`config.mk`:
```
export PLATFORM = sky130hd
export DESIGN_NAME = rsa_modexp_ct
export DESIGN_NICKNAME = d
export VERILOG_FILES = /design/src/rtl/rsa_pkg.sv /design/src/rtl/rsa_modmul.sv /design/src/rtl/rsa_modexp_ct.sv
export SDC_FILE = /design/constraint.sdc
export NUM_CORES = 1
export LEC_CHECK = 0
export ABC_AREA = 1
export BUFFER_PORTS_ARGS = -buffer_cell sky130_fd_sc_hd__buf_4
export CAP_MARGIN = 15
export CELL_PAD_IN_SITES_DETAIL_PLACEMENT = 1
export CELL_PAD_IN_SITES_GLOBAL_PLACEMENT = 1
export CORE_UTILIZATION = 40
export DETAILED_ROUTE_END_ITERATION = 7
export MAX_ROUTING_LAYER = met4
export PLACE_DENSITY = 0.81
export SETUP_SLACK_MARGIN = 0.4
export SKIP_LAST_GASP = 1
export SLEW_MARGIN = 40
export SYNTH_ARGS = -nofsm -noshare
export SYNTH_HDL_FRONTEND = slang
export SYNTH_HIERARCHICAL = 1
export SYNTH_SLANG_ARGS = --single-unit
```
`constraint.sdc`:
```
create_clock -name clk -period 6.3 [get_ports clk]
set_input_delay 1.26 -clock clk [delete_from_list [all_inputs] [get_ports clk]]
set_output_delay 1.26 -clock clk [all_outputs]
set_load 0.01 [all_outputs]
```
`src/rtl/rsa_pkg.sv`:
```
// Shared types and constants for the modular exponentiation engine.
package rsa_pkg;

    typedef enum logic [2:0] {
        ST_IDLE,
        ST_CHECK,
        ST_SQR,
        ST_SQR_W,
        ST_MUL,
        ST_MUL_W,
        ST_NEXT,
        ST_DONE
    } state_t;

    localparam int MODE_LEAKY = 0;
    localparam int MODE_CT    = 1;

    // Cycles of a constant-time run: CHECK + DONE plus one full bit slot per exponent bit.
    function automatic int ct_cycles(input int n_w, input int e_w);
        return 2 + e_w * (2 * n_w + 3);
    endfunction

    // Cycles of a leaky run: squares for every significant bit, multiplies only on set bits.
    function automatic int leaky_cycles(input int n_w, input int nb, input int pop);
        return 2 + nb * (n_w + 2) + pop * (n_w + 1);
    endfunction

endpackage

```
`src/rtl/rsa_modmul.sv`:
```
// Interleaved MSB-first shift-add modular multiplier: p = a*b mod n in N_W cycles.
module rsa_modmul #(
    parameter int N_W = 16
) (
    input  logic           clk,
    input  logic           rst,
    input  logic           start,
    input  logic [N_W-1:0] a,
    input  logic [N_W-1:0] b,
    input  logic [N_W-1:0] n,
    output logic [N_W-1:0] p,
    output logic           done
);

    localparam int CNT_BITS = $clog2(N_W) + 1;

    logic [N_W-1:0]      a_reg;
    logic [N_W-1:0]      b_reg;
    logic [N_W-1:0]      n_reg;
    logic [N_W-1:0]      acc_reg;
    logic [CNT_BITS-1:0] cnt_reg;
    logic                run_reg;
    logic                done_reg;

    // One iteration: double modulo n, then add a modulo n when the current bit of b is set.
    // Both operands are below n, so a single conditional subtract suffices after each step.
    function automatic logic [N_W-1:0] mod_step(input logic [N_W-1:0] acc,
                                                 input logic [N_W-1:0] addend,
                                                 input logic [N_W-1:0] modulus,
                                                 input logic           bit_in);
        logic [N_W:0] dbl;
        logic [N_W:0] sum;
        dbl = {acc, 1'b0};
        if (dbl >= {1'b0, modulus}) dbl = dbl - {1'b0, modulus};
        sum = dbl;
        if (bit_in) begin
            sum = dbl + {1'b0, addend};
            if (sum >= {1'b0, modulus}) sum = sum - {1'b0, modulus};
        end
        return sum[N_W-1:0];
    endfunction

    // The start edge already performs the MSB step, so the last step lands in cycle N_W.
    always_ff @(posedge clk) begin
        if (rst) begin
            a_reg    <= '0;
            b_reg    <= '0;
            n_reg    <= '0;
            acc_reg  <= '0;
            cnt_reg  <= '0;
            run_reg  <= 1'b0;
            done_reg <= 1'b0;
        end else if (start) begin
            a_reg    <= a;
            n_reg    <= n;
            b_reg    <= {b[N_W-2:0], 1'b0};
            acc_reg  <= mod_step('0, a, n, b[N_W-1]);
            cnt_reg  <= CNT_BITS'(N_W - 1);
            run_reg  <= 1'b1;
            done_reg <= 1'b0;
        end else if (run_reg) begin
            acc_reg  <= mod_step(acc_reg, a_reg, n_reg, b_reg[N_W-1]);
            b_reg    <= {b_reg[N_W-2:0], 1'b0};
            cnt_reg  <= cnt_reg - 1'b1;
            run_reg  <= (cnt_reg != CNT_BITS'(1));
            done_reg <= (cnt_reg == CNT_BITS'(1));
        end else begin
            done_reg <= 1'b0;
        end
    end

    assign p    = acc_reg;
    assign done = done_reg;

endmodule

```
`src/rtl/rsa_modexp_ct.sv`:
```
// Left-to-right square-and-multiply modular exponentiation with leaky or constant-time schedule.
module rsa_modexp_ct #(
    parameter int N_W        = 16,
    parameter int E_W        = 8,
    parameter int CONST_TIME = 0,
    parameter int CNT_W      = 16
) (
    input  logic             clk,
    input  logic             rst,
    input  logic             start,
    input  logic [N_W-1:0]   m,
    input  logic [E_W-1:0]   e,
    input  logic [N_W-1:0]   n,
    output logic [N_W-1:0]   c,
    output logic             finish,
    output logic             busy,
    output logic             err,
    output logic [CNT_W-1:0] cycles
);
    import rsa_pkg::*;

    localparam bit CT_MODE = (CONST_TIME == MODE_CT);
    localparam int IDX_W   = (E_W > 1) ? $clog2(E_W) : 1;

    state_t             state_reg, state_next;
    logic [N_W-1:0]     m_reg, n_reg;
    logic [E_W-1:0]     e_reg;
    logic [N_W-1:0]     r_reg, r_next;
    logic [N_W-1:0]     dummy_reg, dummy_next;
    logic [IDX_W-1:0]   idx_reg, idx_next;
    logic [IDX_W-1:0]   msb_idx;
    logic [N_W-1:0]     c_reg, c_next;
    logic               err_reg, err_next;
    logic [CNT_W-1:0]   cnt_reg, cnt_next;
    logic               mm_start, mm_done;
    logic [N_W-1:0]     mm_a, mm_b, mm_p;

    rsa_modmul #(.N_W(N_W)) u_modmul (
        .clk   (clk),
        .rst   (rst),
        .start (mm_start),
        .a     (mm_a),
        .b     (mm_b),
        .n     (n_reg),
        .p     (mm_p),
        .done  (mm_done)
    );

    // Highest set bit of the captured exponent (leaky schedule starts there).
    always_comb begin
        msb_idx = '0;
        for (int i = 0; i < E_W; i++) begin
            if (e_reg[i]) msb_idx = IDX_W'(i);
        end
    end

    // Next-state, datapath updates and multiplier requests.
    always_comb begin
        state_next = state_reg;
        r_next     = r_reg;
        dummy_next = dummy_reg;
        idx_next   = idx_reg;
        c_next     = c_reg;
        err_next   = err_reg;
        cnt_next   = cnt_reg;
        mm_start   = 1'b0;
        mm_a       = r_reg;
        mm_b       = r_reg;
        if (state_reg != ST_IDLE && state_reg != ST_DONE && cnt_reg != '1)
            cnt_next = cnt_reg + 1'b1;
        case (state_reg)
            ST_IDLE: begin
                if (start) begin
                    state_next = ST_CHECK;
                    cnt_next   = CNT_W'(1);
                end
            end
            ST_CHECK: begin
                if (n_reg < N_W'(2) || m_reg >= n_reg) begin
                    err_next   = 1'b1;
                    c_next     = '0;
                    state_next = ST_DONE;
                end else begin
                    r_next = N_W'(1);
                    if (CT_MODE) begin
                        idx_next   = IDX_W'(E_W - 1);
                        state_next = ST_SQR;
                    end else if (e_reg == '0) begin
                        err_next   = 1'b0;
                        c_next     = N_W'(1);
                        state_next = ST_DONE;
                    end else begin
                        idx_next   = msb_idx;
                        state_next = ST_SQR;
                    end
                end
            end
            ST_SQR: begin
                mm_start   = 1'b1;
                state_next = ST_SQR_W;
            end
            ST_SQR_W: begin
                if (mm_done) begin
                    r_next = mm_p;
                    if (CT_MODE || e_reg[idx_reg]) state_next = ST_MUL;
                    else                           state_next = ST_NEXT;
                end
            end
            ST_MUL: begin
                mm_start   = 1'b1;
                mm_b       = m_reg;
                state_next = ST_MUL_W;
            end
            ST_MUL_W: begin
                if (mm_done) begin
                    if (e_reg[idx_reg]) r_next     = mm_p;
                    else                dummy_next = mm_p;
                    state_next = ST_NEXT;
                end
            end
            ST_NEXT: begin
                if (idx_reg == '0) begin
                    c_next     = r_reg;
                    err_next   = 1'b0;
                    state_next = ST_DONE;
                end else begin
                    idx_next   = idx_reg - 1'b1;
                    state_next = ST_SQR;
                end
            end
            ST_DONE: state_next = ST_IDLE;
            default: state_next = ST_IDLE;
        endcase
    end

    // State register; operands are captured only when a start is accepted in IDLE.
    always_ff @(posedge clk) begin
        if (rst) begin
            state_reg <= ST_IDLE;
            m_reg     <= '0;
            e_reg     <= '0;
            n_reg     <= '0;
            r_reg     <= '0;
            dummy_reg <= '0;
            idx_reg   <= '0;
            c_reg     <= '0;
            err_reg   <= 1'b0;
            cnt_reg   <= '0;
        end else begin
            state_reg <= state_next;
            r_reg     <= r_next;
            dummy_reg <= dummy_next;
            idx_reg   <= idx_next;
            c_reg     <= c_next;
            err_reg   <= err_next;
            cnt_reg   <= cnt_next;
            if (state_reg == ST_IDLE && start) begin
                m_reg <= m;
                e_reg <= e;
                n_reg <= n;
            end
        end
    end

    assign c      = c_reg;
    assign err    = err_reg;
    assign cycles = cnt_reg;
    assign busy   = (state_reg != ST_IDLE);
    assign finish = (state_reg == ST_DONE);

    // A constant-time run must always report the same cycle count (unless it would saturate).
    ct_latency_a: assert property (@(posedge clk) disable iff (rst)
        (CT_MODE && finish && !err &&
         longint'(ct_cycles(N_W, E_W)) < (longint'(1) << CNT_W))
        |-> (longint'(cycles) == longint'(ct_cycles(N_W, E_W))));

endmodule

```
[Word level (Yosys, flattened, before mapping)]
Cells that the tools add are included.
Cells by class
  add/subtract/negate cells: 9
  multipliers: 0
  div/mod/pow operators: 0
  magnitude comparators: 7
  eq/ne operators: 20
  shift operators: 0
  mux-type cells: 58
  bitwise gates (word level): 1
  reductions and logical operators: 18
Operator list (count)
  16-bit two-way mux: 19
  17-bit two-way mux: 7
  17-bit by 16-bit greater-or-equal comparator with 1-bit output: 3
  16-bit case mux with 3 select lines: 1
  3-bit two-way mux: 14
  17-bit by 16-bit adder with 17-bit output: 2
  16-bit case mux with 2 select lines: 1
  16-bit subtractor: 2
  3-bit case mux with 8 select lines: 1
  1-bit by 16-bit subtractor with 17-bit output (first input constant): 1
  17-bit by 16-bit subtractor with 17-bit output: 1
  16-bit by 1-bit adder with 16-bit output (second input constant): 1
  1-bit by 16-bit greater-or-equal comparator with 1-bit output (first input constant): 1
  16-bit greater-or-equal comparator: 1
  16-bit by 2-bit less-than comparator with 1-bit output (second input constant): 1
  16-bit != test (second input constant): 1
  3-bit == test (second input constant): 4
  2-bit != test (second input constant): 6
  8-bit zero test: 1
  1-bit two-way mux: 8
  4-bit two-way mux: 2
  3-bit by 2-bit == test with 1-bit output (second input constant): 2
  3-bit zero test: 2
  3-bit != test (second input constant): 2
  21 further kinds: 29
Storage, ports and cells
  bits in registers: 165
  latch bits: 0
  RAM bits: 0
  memory bits (read-only): 0
  bits of input ports: 43
  logic and storage cells: 130
  memories: 0

[Depth between registers and ports, before layout]
Gate-level depths: netlist of the first run.
  depth after elaboration: 11
  depth in mapped cells: 38

[By module]
The synthesis of the first run kept the hierarchy.
By module, submodules not included
  rsa_modmul: times used 1, cells an instance 1323, area an instance 8116.5 um^2, sequential area each 1401.3 um^2
  rsa_modexp_ct: times used 1, cells an instance 692, area an instance 4845.9 um^2, sequential area each 1901.8 um^2

[Worst setup path before layout of the first run]
No wires, ideal clock.
  path type: register to register
  start point: register u_modmul.n_reg[1]
  end point: register u_modmul.acc_reg[8] (netlist: u_modmul/p[8])
  setup time: 0.122 ns
  arrival time: 4.594 ns
  required time: 6.178 ns
  slack: 1.584 ns
  stages on the path, launching flop included: 34
  path buffers: 2
  period minus slack after synthesis: 4.716 ns
  cell sequence: dfxtp_1 inv_1 ha_1 ha_1 inv_1 nor2_1 nand2_1 o21ai_1 nor2_2 nand2_4 inv_2 buf_6 nor2_1 ha_1 inv_1 fa_1 nand3b_1 nand2_1 nand2_1 nand2_1 xor2_1 inv_1 ha_1 a21oi_1 o21ai_0 a21oi_1 nand2_1 nand2_1 clkbuf_1 nand4_1 nand3_1 nand3_1 nand2_1 a21oi_2
On the way
  cells in the longest elaborated chain, start to end: 11
  elaborated cells between the ends (all ways): 13
  classes of those cells: 3 x add/sub; 2 x order compare; 8 x mux
Ends and longest elaborated chain
  start, declared: RTL line rsa_modmul.sv:19  | logic [N_W-1:0] n_reg;
  start signal, assigned: RTL line rsa_modmul.sv:55  | n_reg <= n;
  17-bit by 16-bit subtractor with 17-bit output or 17-bit by 16-bit greater-or-equal comparator with 1-bit output (tied branches): RTL line rsa_modmul.sv:34  | if (dbl >= {1'b0, modulus}) dbl = dbl - {1'b0, modulus};
  17-bit two-way mux: RTL line rsa_modmul.sv:34
  17-bit two-way mux: RTL line rsa_modmul.sv:61  | end else if (run_reg) begin
  17-bit two-way mux: RTL line rsa_modmul.sv:53  | end else if (start) begin
  17-bit two-way mux: RTL line rsa_modmul.sv:45  | if (rst) begin
  17-bit by 16-bit adder with 17-bit output: RTL line rsa_modmul.sv:37  | sum = dbl + {1'b0, addend};
  16-bit subtractor or 17-bit by 16-bit greater-or-equal comparator with 1-bit output (tied branches): RTL line rsa_modmul.sv:38  | if (sum >= {1'b0, modulus}) sum = sum - {1'b0, modulus};
  16-bit two-way mux: RTL line rsa_modmul.sv:38
  16-bit two-way mux (*): RTL line rsa_modmul.sv:36  | if (bit_in) begin
  16-bit two-way mux (*): RTL line rsa_modmul.sv:61
  16-bit two-way mux (*): RTL line rsa_modmul.sv:53
  end signal, assigned: RTL line rsa_modmul.sv:57  | acc_reg <= mod_step('0, a, n, b[N_W-1]);
  end signal, assigned: RTL line rsa_modmul.sv:62  | acc_reg <= mod_step(acc_reg, a_reg, n_reg, b_reg[N_W-1]);
  end, declared: RTL line rsa_modmul.sv:20  | logic [N_W-1:0] acc_reg;
Mark *: on every way between the ends. The rest lies on a longest branch, timed or not. The select of a mux whose other input is x is not followed.
A chain may end at the register's enable or synchronous reset.

[Worst setup path in the final report of the first run]
  start point: register u_modmul.n_reg[1]
  end point: register u_modmul.acc_reg[11] (netlist: u_modmul/p[11])
The elaborated chain is that of the path after synthesis.

==> reports/metrics.yaml, run 1 <==
htree_levels: 4
slew_headroom: 0.417
clock_latency_ns: 0.44
final_common_cell: "nand2_1"
wl_per_cell_um: 19.4
worstReg2RegStart: "u_modmul/n_reg[1]"
grt_pass1_vias: 14000
tightest_slew_ns: 0.874
synthFlopType: "dfxtp_1"
nets: 2217
grt_max_degree: 81
async_flop_share: 0
syn2layout_area_growth_pct: 12.5
clkSinkCount: 165
min_period_over_period: 0.883
hold_start: "u_modmul/b_reg[14]"
maxCapViolCount: 0
yosys_warnings: 6
synth_area_mm2: 0.0130
gp_congestion: 1.03
routed_via_density: 5.50
ys_types: 61
synth_compound_area_frac: 0.166
grt-ovfl-total: 0
cp_max_fo: 18
postSynthCellCount: 2015
hold_slack_ns: 0.473
timing_worst_setup_path_type: "reg2reg"
drc: 0
hold_violations: 0
initial_utilization: 0.409
hpwl_um: 37400
ant_nets: 0
worst_ep_required_time_ns: 6.67
grt_setup_unrepaired: "no"
crit_start: "u_modmul/n_reg[1]"
grt_pass1_wl_um: 76000
cts_buffers: 17
drive_gt1_frac: 0.107
grt_antenna_before_repair: 0
synth_fa_ha_area_frac: 0.107
die_w_um: 182
synth_nets: 2166
ios: 78
finalCriticalPeriod_ns: 5.56
antenna_cells: 0
die_h_um: 182
setup_tns_ns: 0
skew_ns: 0.0148
rows: 65
dieArea_mm2: 0.0331
hp-class: "reg2reg"
synth-simple-area-share: 0.315
cp_slowest_cell: "ha_2"
cts_tree: "done"
via_count: 13600
avgSynthCellArea_um2: 6.43
status: "complete, no violations"
ys_ff_latch: 165
max_stage_delay_ns: 0.38
synth_top_family_by_area: "simple AND/OR/NAND/NOR gates"
cp_num_buf_inv: 7
seq_area_frac_synth: 0.255
max_freq_ghz: 0.180
cp.arrival_ns: 5.94
drt_iter0_markers: 749
cts_root_buf: "clkbuf_16"
wl_um: 48200
path_clk_slew_ns: 0.08
dr.pass1.iters: 7
final_cell_mix: "486 x nand2_1, 272 x inv_1, 195 x nor2_1, 170 x a21oi_1, 163 x dfxtp_1"
maxSlewViolCount: 0
fillerInstances: 4262
cp-start-kind: "flop"
critical-path-top-delay-family: "simple AND/OR/NAND/NOR gates"
io_buffers: 77
track_usage: 0.303
final_util: 0.460
setup_viol: 0
synth_edf_count: 0
synth_xor_area_frac: 0.0439
muxShareOfSynthArea: 0
max-clock-path-buffers: 2
core-area_mm2: 0.0317
critPathCaptureType: "flop"
==> repair_timing <==
| item | in CTS | in global routing |
|---|---|---|
| hold buffers | 0 | 0 |
| setup buffers | 0 | 4 |
| resized for setup | 7 | 25 |
| pin swaps | 1 | 4 |
| cloned | 2 | 0 |
| setup endpoints to repair | 16 | 16 |
==> layout make-up <==
cell class | count | area [um^2] | area share
Multi-Input combinational cell | 1497 | 8370 | 0.574
Sequential cell | 165 | 3310 | 0.227
Inverter | 289 | 1090 | 0.0749
Timing Repair Buffer | 96 | 721 | 0.0494
Tap cell | 402 | 503 | 0.0345
Clock buffer | 20 | 467 | 0.0320
Clock inverter | 12 | 115 | 0.00790
==> Yosys cell counts (6+ instances only) <==
master,number,area (um^2)
buf_6,11,124
nor2_1,199,747
nand2_1,490,1840
xnor2_1,23,201
dfxtp_1,165,3300
a31oi_1,8,50.1
buf_1,6,22.5
inv_2,15,56.3
xor2_1,42,368
o21bai_1,7,52.6
o21ai_2,8,70.1
o21ai_0,137,686
nand4_1,42,263
o21ai_1,9,45.0
a21oi_1,172,861
clkbuf_1,34,128
buf_2,7,35.0
nor4_1,7,43.8
nor3_1,12,60.1
ha_1,103,1290
a21o_1,12,90.1
nand3b_1,9,67.6
nand2_2,14,87.6
nand3_1,135,676
inv_1,272,1020
o211ai_1,7,52.6
==> metrics by stage <==
stage               std cells  instance area [um^2]  worst slack [ns]
global route             2481                 14600             0.381
global placement         2443                 13800             0.321
floorplan                2015                 13000              1.58
CTS                      2477                 14400             0.410
finish                   2481                 14600             0.736
detailed placement       2443                 13800             0.179
==> worst min-delay path: cells and delay by family, from the launching register on <==
family | cells | cell delay (ns)
flops | 1 | 0.31
simple gates | 1 | 0.06
compound gates | 1 | 0.06
==> final timing paths <==
check             slack [ns]  cells past startpoint            endpoint
setup / recovery        0.74                     34      u_modmul/p[11]
hold / removal          0.47                      2  u_modmul/b_reg[14]
setup reg to reg        0.74                     34      u_modmul/p[11]
hold reg to reg         0.47                      2  u_modmul/b_reg[14]
==> per-layer routing <==
layer / global-route usage / share of wire / vias to the layer above / wire length, um
li1: - / - / 6649 / -
met5: - / 0 / - / 0
met4: 0.149 / 0.049 / 0 / 2350
met3: 0.0347 / 0.043 / 115 / 2060
met2: 0.499 / 0.47 / 353 / 22800
met1: 0.367 / 0.43 / 6527 / 21000
==> cells by family after synthesis <==
kind of cell               after synthesis
AOI/OAI and AO/OA                      387
adders and majority gates              108
and+or+nand+nor                        935
buffers and inverters                  355
DFF                                    165
xor gates and xnor gates                65
Power of run 1 is not shown: default switching activity piles up to over one toggle a cycle in this logic, so the estimate is an artifact.
==> inputs of run 2 (changes only) <==
--- a/config.mk
+++ b/config.mk
@@ -12,6 +12,7 @@
 export CELL_PAD_IN_SITES_GLOBAL_PLACEMENT = 1
 export CORE_UTILIZATION = 40
 export DETAILED_ROUTE_END_ITERATION = 7
+export GPL_ROUTABILITY_DRIVEN = 0
 export MAX_ROUTING_LAYER = met4
 export PLACE_DENSITY = 0.81
 export SETUP_SLACK_MARGIN = 0.4
==> constraint.sdc (replaced) <==
create_clock -name clk -period 6.3 [get_ports clk]
set_input_delay 1.89 -clock clk [delete_from_list [all_inputs] [get_ports clk]]
set_output_delay 1.89 -clock clk [all_outputs]
set_load 0.01 [all_outputs]
==> run 2 against run 1 <==
Compared with the run above: via count up 0.97%; clock skew up 0.00085 ns; sequential share of layout area up 0.14 points; design area down 0.69%; worst setup slack worse by 0.20 ns; fmax down 3.5%; final cell count down 0.24%; first-iteration DRC count up 46%; flip-flop and latch count unchanged; wire length down 1.8%; global-route usage down 0.60 points; critical path type unchanged; critical endpoint is now u_modmul/p[5]; highest routed layer unchanged.
==> reports/metrics.yaml, run 2 (synthesis gave the netlist of run 1 again) <==
ff2ff_path_depth: 29
initial_utilization: 0.409
worst_ep_required_time_ns: 6.69
hold_violations: 0
dpl_cell_area_mm2: 0.0138
reg2reg_slack_ns: 0.53
setup_tns_ns: 0
place_ws_ns: 0.468
hold_depth: 2
clkSinkCount: 165
cts_tree: "done"
critPathCaptureType: "flop"
fin_ws_ns: 0.532
min_period_over_period: 0.916
setup_viol: 0
worst_r2r_endpoint: "u_modmul/p[5]"
maxCapViolCount: 0
hp-class: "reg2reg"
finalCriticalPeriod_ns: 5.77
core-area_mm2: 0.0317
post_cts_buffers: 0
final_common_cell: "nand2_1"
drt_iter0_markers: 1093
grt_max_degree: 81
worstReg2RegStart: "u_modmul/n_reg[0]"
cp-start-kind: "flop"
tightest_slew_ns: 0.823
maxSlewViolCount: 0
cts_root_buf: "clkbuf_16"
hold_start: "u_modmul/b_reg[14]"
hpwl_um: 36100
fillerInstances: 4254
cts_buffers: 17
path_clk_slew_ns: 0.07
ctsHoldBuffers: 0
grt_antenna_before_repair: 0
crit_top_cell: "nand2_1"
max_stage_delay_ns: 0.51
dieArea_mm2: 0.0331
die_w_um: 182
grt_setup_unrepaired: "no"
rows: 65
grt_pass1_wl_um: 74900
nets: 2211
drc: 0
drive_gt1_frac: 0.0994
track_usage: 0.297
dr.pass1.iters: 7
wl_per_cell_um: 19.1
die_h_um: 182
max_freq_ghz: 0.173
max-clock-path-buffers: 2
design_area_mm2: 0.0145
slew_headroom: 0.450
syn2layout_area_growth_pct: 11.7
skew_ns: 0.0157
ant_nets: 0
wl_um: 47400
grt_pass1_vias: 13900
ios: 78
final_cell_mix: "486 x nand2_1, 271 x inv_1, 197 x nor2_1, 169 x a21oi_1, 165 x dfxtp_1"
cp_slowest_cell: "fa_1"
status: "complete, no violations"
antenna_cells: 0
routed_via_density: 5.57
multi_input_area_mm2: 0.00831
htree_levels: 4
cp.arrival_ns: 6.16
timing_worst_setup_path_type: "reg2reg"
via_count: 13800
clock_latency_ns: 0.46
cp_max_fo: 11
whs_endpoint: "u_modmul/b_reg[14]"
grt-ovfl-total: 0
io_buffers: 77
regArea_mm2: 0.00330
run 2: worst max-delay path by stage:
| stage | depth (start not counted) | endpoint | from | slack [ns] |
|---|---|---|---|---|
| 6_report | 29 | u_modmul/p[5] | u_modmul/n_reg[0] | 0.53 |
| 5_1_grt | 36 | u_modmul/p[5] | u_modmul/n_reg[3] | 0.35 |
| 4_1_cts | 33 | u_modmul/p[5] | u_modmul/n_reg[3] | 0.39 |
| 3_5_place_dp | 32 | u_modmul/p[5] | u_modmul/n_reg[1] | 0.47 |
| 3_3_place_gp | 32 | u_modmul/p[5] | u_modmul/n_reg[1] | 0.61 |
| 2_1_floorplan | 33 | u_modmul/p[8] | u_modmul/n_reg[1] | 1.58 |
run 2: through the flow:
| step | std cells | util | hold slack, ns |
|---|---|---|---|
| finish | 2475 | 0.456 | 0.469 |
| floorplan | 2015 | - | 0.436 |
| global placement | 2441 | 0.434 | 0.452 |
| global route | 2475 | 0.456 | 0.487 |
| CTS | 2473 | 0.453 | 0.468 |
| detailed placement | 2441 | 0.434 | 0.457 |
run 2: metal layers:
layer / track usage / part of all wire
met5: - / 0
met4: 0.139 / 0.044
met3: 0.0353 / 0.051
met2: 0.492 / 0.47
met1: 0.360 / 0.43
run 2: critical path, delay by kind of cell, from the launching register on:
family / cells / cell delay, ns
AO/OA/AOI/OAI: 3 / 0.49
XOR/XNOR: 1 / 0.24
adder cells (fa/ha/maj): 3 / 1.34
buffers and inverters: 4 / 0.55
flip-flops: 1 / 0.46
AND/OR/NAND/NOR: 18 / 2.63
run 2: timing repair:
| item | 4_1_cts | 5_1_grt |
|---|---|---|
| resized for setup | 0 | 20 |
| pin swaps | 1 | 3 |
| endpoints found under the setup margin | 1 | 16 |
| cloned | 0 | 2 |
run 2: area by class of cell:
| class | count | area share |
|---|---|---|
| Tap cell | 402 | 0.0347 |
| Clock buffer | 19 | 0.0299 |
| Sequential cell | 165 | 0.228 |
| Timing Repair Buffer | 90 | 0.0467 |
| Multi-Input combinational cell | 1497 | 0.574 |
| Inverter | 289 | 0.0753 |
| Clock inverter | 13 | 0.0112 |
Power of run 2 is left out for the same reason.
